File: src/rtl/ddr2_tst_pkg.sv
// Shared encodings for the DDR2 Avalon self-test master: FSM states, pattern
// selects, the 0xA5 fill byte and the error-counter width.
package ddr2_tst_pkg;

    typedef enum logic [2:0] {
        ST_IDLE,
        ST_WAIT_CAL,
        ST_WR_BURST,
        ST_RD_CMD,
        ST_RD_DATA,
        ST_DONE,
        ST_FAIL
    } tst_state_t;

    localparam logic [1:0] PAT_ADDR     = 2'd0;
    localparam logic [1:0] PAT_WALK1    = 2'd1;
    localparam logic [1:0] PAT_XOR_A5   = 2'd2;
    localparam logic [1:0] PAT_INV_ADDR = 2'd3;

    localparam logic [7:0] FILL_BYTE = 8'hA5;
    localparam int         ERR_W     = 16;

endpackage

File: src/rtl/ddr2_pat_gen.sv
// Expected/write data for one word: purely combinational, zero latency.
// No flow control; shared by the write path and the read-compare path.
module ddr2_pat_gen
    import ddr2_tst_pkg::*;
#(
    parameter int DATA_W = 64,
    parameter int ADDR_W = 24,
    parameter int IDX_W  = 11
) (
    input  logic [1:0]        pattern_sel,
    input  logic [ADDR_W-1:0] addr,
    input  logic [IDX_W-1:0]  idx,
    output logic [DATA_W-1:0] data
);

    logic [DATA_W-1:0] addr_ext;
    logic [DATA_W-1:0] walk;

    always_comb begin
        // The size cast zero-extends or truncates the word address to the bus width.
        addr_ext = DATA_W'(addr);
        walk     = DATA_W'(1) << (32'(idx) % 32'(DATA_W));
        case (pattern_sel)
            PAT_WALK1:    data = walk;
            PAT_XOR_A5:   data = addr_ext ^ {(DATA_W/8){FILL_BYTE}};
            PAT_INV_ADDR: data = ~addr_ext;
            default:      data = addr_ext;
        endcase
    end

endmodule

File: src/rtl/ddr2_avl_tester.sv
// Write-then-read-back BIST master for the UniPHY Avalon port; first write beat 2 cycles after start.
// Holds command/beat stable while avl_ready=0; aborts after TIMEOUT stall cycles.
module ddr2_avl_tester
    import ddr2_tst_pkg::*;
#(
    parameter int DATA_W     = 64,
    parameter int ADDR_W     = 24,
    parameter int BURST_W    = 3,
    parameter int BURST_LEN  = 4,
    parameter int START_ADDR = 0,
    parameter int NUM_WORDS  = 1024,
    parameter int TIMEOUT    = 5000
) (
    input  logic                CLK,
    input  logic                nRST,
    input  logic                start,
    input  logic [1:0]          pattern_sel,
    input  logic                avl_ready,
    output logic                avl_burstbegin,
    output logic [ADDR_W-1:0]   avl_addr,
    input  logic                avl_rdata_valid,
    input  logic [DATA_W-1:0]   avl_rdata,
    output logic [DATA_W-1:0]   avl_wdata,
    output logic [DATA_W/8-1:0] avl_be,
    output logic                avl_read_req,
    output logic                avl_write_req,
    output logic [BURST_W-1:0]  avl_size,
    input  logic                local_init_done,
    input  logic                local_cal_success,
    input  logic                local_cal_fail,
    output logic                busy,
    output logic                done,
    output logic                pass,
    output logic [ERR_W-1:0]    err_count,
    output logic [ADDR_W-1:0]   first_err_addr,
    output logic                timeout_err
);

    localparam int                 IDX_W     = $clog2(NUM_WORDS + 1);
    localparam int                 STALL_W   = $clog2(TIMEOUT + 1);
    localparam logic [BURST_W-1:0] LAST_BEAT = BURST_W'(BURST_LEN - 1);
    localparam logic [IDX_W-1:0]   LAST_IDX  = IDX_W'(NUM_WORDS - BURST_LEN);

    tst_state_t state, state_nxt;

    logic [ADDR_W-1:0]  burst_addr;
    logic [IDX_W-1:0]   word_idx;
    logic [BURST_W-1:0] beat;
    logic [STALL_W-1:0] stall_cnt;
    logic [1:0]         pat_q;
    logic [ADDR_W-1:0]  cur_addr;
    logic [IDX_W-1:0]   cur_idx;
    logic [DATA_W-1:0]  pat_data;

    logic go, wr_acc, rd_acc, rd_beat, beat_adv;
    logic last_beat, last_burst, stalling, stall_hit;

    assign go         = start && (state == ST_IDLE || state == ST_DONE || state == ST_FAIL);
    assign wr_acc     = (state == ST_WR_BURST) && avl_ready;
    assign rd_acc     = (state == ST_RD_CMD) && avl_ready;
    assign rd_beat    = (state == ST_RD_DATA) && avl_rdata_valid;
    assign beat_adv   = wr_acc || rd_beat;
    assign last_beat  = (beat == LAST_BEAT);
    assign last_burst = (word_idx == LAST_IDX);
    assign stalling   = ((state == ST_WR_BURST || state == ST_RD_CMD) && !avl_ready) ||
                        ((state == ST_RD_DATA) && !avl_rdata_valid);
    assign stall_hit  = stalling && (stall_cnt == STALL_W'(TIMEOUT - 1));

    assign cur_addr = burst_addr + ADDR_W'(beat);
    assign cur_idx  = word_idx + IDX_W'(beat);

    ddr2_pat_gen #(
        .DATA_W (DATA_W),
        .ADDR_W (ADDR_W),
        .IDX_W  (IDX_W)
    ) u_pat_gen (
        .pattern_sel (pat_q),
        .addr        (cur_addr),
        .idx         (cur_idx),
        .data        (pat_data)
    );

    always_ff @(posedge CLK or negedge nRST) begin
        if (!nRST) state <= ST_IDLE;
        else       state <= state_nxt;
    end

    always_comb begin
        state_nxt      = state;
        busy           = 1'b0;
        done           = 1'b0;
        pass           = 1'b0;
        avl_write_req  = 1'b0;
        avl_read_req   = 1'b0;
        avl_burstbegin = 1'b0;
        avl_addr       = '0;
        avl_size       = '0;
        avl_wdata      = '0;
        avl_be         = '0;
        case (state)
            ST_IDLE: begin
                if (start) state_nxt = ST_WAIT_CAL;
            end
            ST_WAIT_CAL: begin
                busy = 1'b1;
                if (local_cal_fail)                             state_nxt = ST_FAIL;
                else if (local_init_done && local_cal_success)  state_nxt = ST_WR_BURST;
            end
            ST_WR_BURST: begin
                busy           = 1'b1;
                avl_write_req  = 1'b1;
                avl_burstbegin = (beat == '0);
                avl_addr       = burst_addr;
                avl_size       = BURST_W'(BURST_LEN);
                avl_wdata      = pat_data;
                avl_be         = '1;
                if (stall_hit)                                 state_nxt = ST_FAIL;
                else if (wr_acc && last_beat && last_burst)    state_nxt = ST_RD_CMD;
            end
            ST_RD_CMD: begin
                busy           = 1'b1;
                avl_read_req   = 1'b1;
                avl_burstbegin = 1'b1;
                avl_addr       = burst_addr;
                avl_size       = BURST_W'(BURST_LEN);
                if (stall_hit)   state_nxt = ST_FAIL;
                else if (rd_acc) state_nxt = ST_RD_DATA;
            end
            ST_RD_DATA: begin
                busy = 1'b1;
                if (stall_hit)                  state_nxt = ST_FAIL;
                else if (rd_beat && last_beat)  state_nxt = last_burst ? ST_DONE : ST_RD_CMD;
            end
            ST_DONE: begin
                done = 1'b1;
                pass = (err_count == '0);
                if (start) state_nxt = ST_WAIT_CAL;
            end
            ST_FAIL: begin
                done = 1'b1;
                if (start) state_nxt = ST_WAIT_CAL;
            end
            default: state_nxt = ST_IDLE;
        endcase
    end

    always_ff @(posedge CLK or negedge nRST) begin
        if (!nRST) begin
            burst_addr     <= '0;
            word_idx       <= '0;
            beat           <= '0;
            stall_cnt      <= '0;
            pat_q          <= '0;
            err_count      <= '0;
            first_err_addr <= '0;
            timeout_err    <= 1'b0;
        end else if (go) begin
            burst_addr     <= ADDR_W'(START_ADDR);
            word_idx       <= '0;
            beat           <= '0;
            stall_cnt      <= '0;
            pat_q          <= pattern_sel;
            err_count      <= '0;
            first_err_addr <= '0;
            timeout_err    <= 1'b0;
        end else begin
            stall_cnt <= stalling ? stall_cnt + STALL_W'(1) : '0;
            if (stall_hit) timeout_err <= 1'b1;

            // err_count saturates, so zero means no mismatch has been seen yet.
            if (rd_beat && (pat_data != avl_rdata)) begin
                if (err_count != '1) err_count <= err_count + ERR_W'(1);
                if (err_count == '0) first_err_addr <= cur_addr;
            end

            if (beat_adv) begin
                beat <= last_beat ? '0 : beat + BURST_W'(1);
                if (last_beat && last_burst) begin
                    burst_addr <= ADDR_W'(START_ADDR);
                    word_idx   <= '0;
                end else if (last_beat) begin
                    burst_addr <= burst_addr + ADDR_W'(BURST_LEN);
                    word_idx   <= word_idx + IDX_W'(BURST_LEN);
                end
            end
        end
    end

endmodule
File: config.mk
export PLATFORM = sky130hd
export DESIGN_NAME = ddr2_avl_tester
export DESIGN_NICKNAME = d
export VERILOG_FILES = /design/src/rtl/ddr2_tst_pkg.sv /design/src/rtl/ddr2_pat_gen.sv /design/src/rtl/ddr2_avl_tester.sv
export SDC_FILE = /design/constraint.sdc
export NUM_CORES = 1
export LEC_CHECK = 0
export ABC_AREA = 1
export CAP_MARGIN = 15
export CORE_MARGIN = 10
export CORE_UTILIZATION = 55
export CTS_BUF_LIST = sky130_fd_sc_hd__clkbuf_16
export DETAILED_ROUTE_END_ITERATION = 7
export GPL_TIMING_DRIVEN = 1
export PLACE_DENSITY = 0.9
export SLEW_MARGIN = 20
export SYNTH_ARGS = -nofsm -noshare
export SYNTH_HDL_FRONTEND = slang
export SYNTH_HIERARCHICAL = 1
export SYNTH_SLANG_ARGS = --single-unit
File: constraint.sdc
create_clock -name CLK -period 7.33 [get_ports CLK]
set_clock_uncertainty 0.2 [all_clocks]
set_input_delay 1.466 -clock CLK [delete_from_list [all_inputs] [get_ports CLK]]
set_output_delay 1.466 -clock CLK [all_outputs]
set_load 0.05 [all_outputs]
==> impl_metrics.tcl, run 1 <==
set metrics [dict create \
    ctsHoldBuffers 0 \
    cp_max_fo 9 \
    pwr-share-seq_pct 20.8 \
    seqCellArea_um2 2330 \
    dpl_cell_area_um2 10600 \
    antenna_found_initial 0 \
    fmax_mhz 180 \
    ys_warn_count 6 \
    n_fill_cell 1276 \
    hold_depth 1 \
    drt_iter0_markers 1125 \
    routedWlPerCell_um 17.2 \
    p_sw_share_pct 58.5 \
    powerDensity_nw_per_um2 348 \
    r2r_end "first_err_addr[20]$_DFFE_PN0P_" \
    grt_pass1_vias 9121 \
    nets 1663 \
    dieArea_um2 20700 \
    status "completed" \
    r2r_setup_slack_ps 2690 \
    max_slew_margin_pct 25.4 \
    overflow 0 \
    tritoncts "done" \
    rows 45 \
    cts_buffer_depth 2 \
    ir_worst_vdd_v 0.000250 \
    cts.sinks 93 \
    rr_startpoint "word_idx[2]$_DFFE_PN0P_" \
    grt_pass1_wl_mm 47.6 \
    path_clk_slew_ps 70 \
    layout-drive-gt1-share_pct 4.99 \
    htreeDepth 3 \
    path_class "register to output port" \
    cts_resized 0 \
    r2r_cells 20 \
    min_period_ps 5560 \
    multi_input_area_um2 4980 \
    dp_hpwl_mm 23.9 \
    remaining_drc_errors 0 \
    cap_violations 0 \
    arrival_ps 3890 \
    routabilityCongestion 1.03 \
    clockRootBuffer "clkbuf_16" \
    clk_latency_ps 350 \
    total_leakage_power_uw 0.00525 \
    min_from "stall_cnt[0]$_DFF_PN0_" \
    rsz0062_at_grt "false" \
    die_x_um 144 \
    fp.coreArea_um2 15100 \
    power.switching_uw 2210 \
    antenna_cells 0 \
    cts_setup_buffers 0 \
    final_max_slew_viol_count 0 \
    syn_avg_cell_area_um2 6.01 \
    worstMarginPinSlew_ps 1120 \
    final_common_cell "nand2_1" \
    setup_viol 0 \
    routed_wirelength_mm 30.5 \
    postRouteAntennaNets 0 \
    layout_common_cells "390 x nand2_1, 216 x nor2_1, 214 x clkdlybuf4s50_1, 206 x inv_1, 126 x nand3_1" \
    cp.required_ps 5660 \
    die_h_um 144 \
    grt_start_max_net_pins 64 \
    initial_core_util_pct 55.9 \
    p_clk_share_pct 11.8 \
    synthCells 1404 \
    crit_path_start_kind "register" \
    finalCritPeriodShare_pct 75.8 \
    syn_area_um2 8430 \
    stdcell_area_um2 10800 \
    hold_path.class "register to register" \
    hold_violations 0 \
    numCtsBuffers 9 \
    p_comb_share_pct 67.5 \
    viasPerCell 5.55 \
    ioPinCount 220 \
    cp-end-kind "output port" \
    area_growth_pct 28.5 \
    drt_first_pass_iters 8 \
    io_buffers 215 \
    tns_ps 0 \
    min_to "stall_cnt[0]$_DFF_PN0_" \
    power.total_uw 3770 \
    num_vias 9824 \
    intPower_uw 1570 \
    track_usage_pct 28.6 \
]
-- power groups by stage --
stage                     combinational [uW]  clock (uW)  sequential, uW
after floorplan                         1720           0             843
after global placement                  2470           0             781
after detailed placement                2510           0             786
after CTS                               2520         445             776
after global routing                    2740         469             795
final                                   2550         444             783
-- flip-flops by register name, summed over array words and instances (netlist names) --
name and flops:
first_err_addr 24, burst_addr 22, err_count 16, stall_cnt 13
word_idx 9, beat 3, state 3, pat_q 2
timeout_err 1
-- worst max path at each step --
| stage | startpoint | to | cells after the start |
|---|---|---|---|
| floorplan | err_count[0]$_DFFE_PN0P_ | pass | 7 |
| global placement | word_idx[2]$_DFFE_PN0P_ | avl_wdata[55] | 9 |
| detailed placement | word_idx[2]$_DFFE_PN0P_ | avl_wdata[55] | 9 |
| CTS | word_idx[2]$_DFFE_PN0P_ | avl_wdata[55] | 9 |
| global route | word_idx[2]$_DFFE_PN0P_ | avl_wdata[40] | 11 |
| finish | word_idx[2]$_DFFE_PN0P_ | avl_wdata[55] | 9 |
-- metrics by stage --
stage	hold WS [ps]	instances	worst slack, ps	utilization [%]
finish	266	1771	1770	71.8
global route	289	1771	1690	71.8
CTS	271	1771	1870	71.8
detailed placement	262	1755	2240	70.0
global placement	252	1755	2260	70.0
floorplan	233	1408	3190	-
-- per-layer routing --
layer  vias up  share of wire [%]  global-route usage, %  wire (um)
met5         -                  0                      0          0
met4         0                3.8                   10.5       1160
met3        80                9.3                   4.92       2830
met2       499                 49                   49.3      14800
met1      4525                 38                   34.9      11700
li1       4720                  -                      -          -
-- cell type report --
type | instances | area share, %
clock buffer | 9 | 2.08
clock inverter | 7 | 0.462
inverter | 221 | 7.65
multi-input combinational | 1032 | 45.9
sequential | 93 | 21.5
tap | 188 | 2.17
timing repair buffer | 221 | 20.2
-- worst max-delay path: stages (launching register included) --
cell             delay, ps
dfrtp_1                430
ha_1                   340
xor2_1                 810
inv_2                  240
nor3_2                 240
nand2_1                100
o21ai_1                370
inv_1                   80
nor2_1                 110
clkdlybuf4s50_1        810
Power figures use the tool's default switching activity.
==> inputs of run 2 (changes only) <==
CORE_UTILIZATION = 51   (was 55)
PLACE_DENSITY = 0.84   (was 0.9)
clock period = 5.2 ns   (was 7.33 ns; I/O delays follow)
==> impl_metrics.tcl, run 2 (synthesis gave the netlist of run 1 again) <==
set metrics [dict create \
    overflow 0 \
    ioPinCount 220 \
    ir_worst_vdd_v 0.000359 \
    total_leakage_power_uw 0.00535 \
    path_clk_slew_ps 70 \
    r2r_cells 19 \
    io_buffers 215 \
    remaining_drc_errors 0 \
    min_from "stall_cnt[0]$_DFF_PN0_" \
    stdcell_area_um2 10900 \
    arrival_ps 3660 \
    final_common_cell "nand2_1" \
    area_growth_pct 29.8 \
    rows 46 \
    seqCellArea_um2 2330 \
    ctsHoldBuffers 0 \
    r2r_end "err_count[8]$_DFFE_PN0P_" \
    slowest_stage "clkdlybuf4s50_1" \
    grt_pass1_wl_mm 45.6 \
    routed_wirelength_mm 29.6 \
    cts_buffer_depth 2 \
    cp.required_ps 3960 \
    cp_cell_sequence "ha_1 > xor2_1 > clkinv_1 > nand4_1 > o21ai_0 > inv_1 > nor2_1 > clkdlybuf4s50_1" \
    die_h_um 149 \
    drt_first_pass_iters 6 \
    powerDensity_nw_per_um2 490 \
    routabilityCongestion 0.968 \
    grt_pass1_vias 8472 \
    antenna_cells 0 \
    max_slew_margin_pct 39.5 \
    htreeDepth 3 \
    layout_common_cells "390 x nand2_1, 216 x nor2_1, 206 x inv_1, 186 x clkdlybuf4s50_1, 126 x nand3_1" \
    routedWlPerCell_um 16.4 \
    min_period_ps 4900 \
    pre_cts_ws_ps 606 \
    cap_violations 0 \
    min_to "stall_cnt[0]$_DFF_PN0_" \
    largest_reg_flops 24 \
    max_stage_delay_ps 730 \
    worstMarginPinSlew_ps 906 \
    num_vias 9517 \
    layout-drive-gt1-share_pct 7.12 \
    die_x_um 149 \
    hold_path.class "register to register" \
    postRouteAntennaNets 0 \
    r2r_setup_slack_ps 630 \
    dp_hpwl_mm 23.4 \
    crit_buf_inv 3 \
    fmax_mhz 204 \
    postLayoutSetupSlackWorst_ps 302 \
    hold_depth 1 \
    clockRootBuffer "clkbuf_16" \
    rr_startpoint "word_idx[2]$_DFFE_PN0P_" \
    regMostFlops "first_err_addr" \
    n_fill_cell 1441 \
    antenna_found_initial 0 \
    hold_violations 0 \
    utilization_pct 68.2 \
    drt_iter0_markers 967 \
    cp_top_family "buffers and inverters" \
    setup_viol 0 \
    initial_core_util_pct 52.5 \
    dpl_cell_area_um2 10700 \
    finalCritPeriodShare_pct 94.2 \
    clk_latency_ps 350 \
    rsz0062_at_grt "false" \
    crit_path_start_kind "register" \
    final_max_slew_viol_count 0 \
    fp.coreArea_um2 16100 \
    status "completed" \
    tns_ps 0 \
    track_usage_pct 25.6 \
    nets 1669 \
    path_class "register to output port" \
    largest_registers "first_err_addr: 24 flops, burst_addr: 22 flops, err_count: 16 flops" \
    multi_input_area_um2 4990 \
    cts_setup_buffers 0 \
    grt_start_max_net_pins 65 \
    viasPerCell 5.28 \
    numCtsBuffers 9 \
    tritoncts "done" \
    dieArea_um2 22100 \
    cp_max_fo 10 \
    cts.sinks 93 \
    cp-end-kind "output port" \
]
[run 2: cell count changes in the layout (fill, tap and decap cells not counted), sizes merged]
cell           change
bufinv             +1
clkdlybuf4s50     -28
buf               +34
clkinv             -3
[run 2: per-stage QoR]
stage / hold slack, ps / instances / power (uW)
floorplan: 233 / 1408 / 3610
global placement: 252 / 1789 / 4610
detailed placement: 260 / 1789 / 4660
CTS: 270 / 1803 / 5340
global route: 273 / 1803 / 5700
finish: 265 / 1803 / 5360
[run 2: area by class of cell]
type	instances	area share [%]
multi-input combinational	1032	45.6
sequential	93	21.3
timing repair buffer	227	20.5
inverter	221	7.58
tap	216	2.47
clock buffer	9	2.06
clock inverter	5	0.560
[run 2: routing by layer]
metal,vias up,share of wire (%),global-route usage [%]
li1,4730,-,-
met1,4349,41,31.7
met2,389,49,43.6
met3,49,8.0,5.04
met4,0,2.3,8.03
met5,-,0,0
[run 2: power by group]
group	switching, uW	internal [uW]	total, uW	leakage, uW
Clock	295	371	666	0.000142
Sequential	214	879	1090	0.00126
Combinational	2570	1030	3600	0.00395
Total	3080	2280	5360	0.00535
[run 2: worst max path at each step]
stage,cells after the start,end,from
2_1_floorplan,7,pass,err_count[0]$_DFFE_PN0P_
3_3_place_gp,9,avl_wdata[55],word_idx[2]$_DFFE_PN0P_
3_5_place_dp,9,avl_wdata[55],word_idx[2]$_DFFE_PN0P_
4_1_cts,9,avl_wdata[55],word_idx[2]$_DFFE_PN0P_
5_1_grt,10,avl_wdata[4],word_idx[2]$_DFFE_PN0P_
6_report,8,avl_wdata[48],word_idx[2]$_DFFE_PN0P_
[run 2: what timing repair did]
item | CTS | global route
hold endpoints to repair | 0 | 0
resized for setup | 0 | 1
endpoints found under the setup margin | 0 | 1
==> inputs of run 3 (changes only) <==
CORE_UTILIZATION = 50   (was 51)
PLACE_DENSITY = 0.83   (was 0.84)
==> impl_metrics.tcl, run 3 (synthesis gave the netlist of run 1 again) <==
set metrics [dict create \
    status "completed" \
    area_growth_pct 29.7 \
    cap_violations 0 \
    die_x_um 150 \
    regMostFlops "first_err_addr" \
    track_usage_pct 25.7 \
    powerDensity_nw_per_um2 489 \
    ioPinCount 220 \
    worstMarginPinSlew_ps 865 \
    rsz0062_at_grt "false" \
    dieArea_um2 22500 \
    routedWlPerCell_um 16.5 \
    initial_core_util_pct 50.9 \
    drt_first_pass_iters 6 \
    path_clk_slew_ps 80 \
    crit_path_start_kind "register" \
    finalCritPeriodShare_pct 93.8 \
    cts_setup_buffers 0 \
    largest_registers "first_err_addr: 24 flops, burst_addr: 22 flops, err_count: 16 flops" \
    ir_worst_vdd_v 0.000271 \
    rows 47 \
    cts_resized 0 \
    tns_ps 0 \
    clockRootBuffer "clkbuf_16" \
    postRouteAntennaNets 0 \
    power.total_uw 5360 \
    numCtsBuffers 9 \
    arrival_ps 3640 \
    rr_startpoint "word_idx[2]$_DFFE_PN0P_" \
    final_max_slew_viol_count 0 \
    cp-end-kind "output port" \
    nets 1669 \
    grt_pass1_wl_mm 46.6 \
    hold_violations 0 \
    cp_max_fo 16 \
    fmax_mhz 205 \
    met3_length_mm 2.40 \
    total_leakage_power_uw 0.00535 \
    met2_length_mm 14.4 \
    dp_hpwl_mm 23.3 \
    max_slew_margin_pct 42.2 \
    htreeDepth 3 \
    grt_start_max_net_pins 64 \
    ctsHoldBuffers 0 \
    overflow 0 \
    clk_latency_ps 360 \
    layout_common_cells "390 x nand2_1, 216 x nor2_1, 206 x inv_1, 185 x clkdlybuf4s50_1, 126 x nand3_1" \
    setup_viol 0 \
    remaining_drc_errors 0 \
    tritoncts "done" \
    final_common_cell "nand2_1" \
    antenna_found_initial 0 \
    min_period_ps 4880 \
    largest_reg_flops 24 \
    min_from "stall_cnt[0]$_DFF_PN0_" \
    die_h_um 150 \
    cp.required_ps 3960 \
    path_class "register to output port" \
    layout-drive-gt1-share_pct 7.24 \
    crit_start "word_idx[2]$_DFFE_PN0P_" \
    hold_path.class "register to register" \
    routabilityCongestion 0.977 \
    io_buffers 215 \
    grt_pass1_vias 8781 \
    num_vias 9516 \
    n_fill_cell 1549 \
    routed_wirelength_mm 29.9 \
    m1WireLength_mm 12.3 \
    routed.top_layer "met4" \
    fp.coreArea_um2 16600 \
    cts_buffer_depth 2 \
    antenna_cells 0 \
    viasPerCell 5.26 \
    cts.sinks 93 \
    drt_iter0_markers 929 \
]
run 3: worst max-delay path: stages, from the launching register on:
cell             delay (ps)
dfrtp_1                 450
ha_1                    260
xor2_1                  570
buf_4                   350
nand4_1                 160
inv_1                    90
nand2_1                  80
o21ai_0                 290
inv_1                   100
nor2_1                  110
clkdlybuf4s50_1         840
run 3: final timing paths:
| path | to | slack (ps) | cells after the start |
|---|---|---|---|
| worst max-delay path | avl_wdata[62] | 320 | 10 |
| worst min register to register | stall_cnt[0]$_DFF_PN0_ | 270 | 1 |
| worst min-delay path | stall_cnt[0]$_DFF_PN0_ | 270 | 1 |
| max in group asynchronous | burst_addr[5]$_DFFE_PN0P_ | 3290 | 2 |
| worst max register to register | err_count[11]$_DFFE_PN0P_ | 540 | 19 |
| min in group asynchronous | stall_cnt[8]$_DFF_PN0_ | 550 | 1 |
run 3: cell type report:
class                           count  area [um^2]  area share, %
Inverter                          221          830           7.58
Sequential cell                    93         2330           21.3
Clock buffer                        9          225           2.06
Clock inverter                      7         56.3          0.515
Multi-Input combinational cell   1032         4990           45.6
Timing Repair Buffer              227         2240           20.5
Tap cell                          220          275           2.52
run 3: metal layers:
metal  global-route usage, %  vias up
met5                       0        -
met4                    8.84        0
met3                    4.47       52
met2                    43.4      401
met1                    32.3     4342
li1                        -     4721
run 3: report_power, final:
group	switching (uW)	total, uW	internal (uW)
combinational	2580	3610	1030
clock	320	653	333
sequential	215	1090	879
run 3: per-stage QoR:
step / instances / hold WS, ps / util (%) / instance area, um^2 / setup slack [ps]
floorplan: 1408 / 233 / - / 8450 / 1480
global placement: 1793 / 248 / 64.2 / 10700 / 621
detailed placement: 1793 / 256 / 64.2 / 10700 / 618
CTS: 1809 / 267 / 65.9 / 10900 / 224
global route: 1809 / 284 / 66.0 / 10900 / 181
finish: 1809 / 269 / 66.0 / 10900 / 324
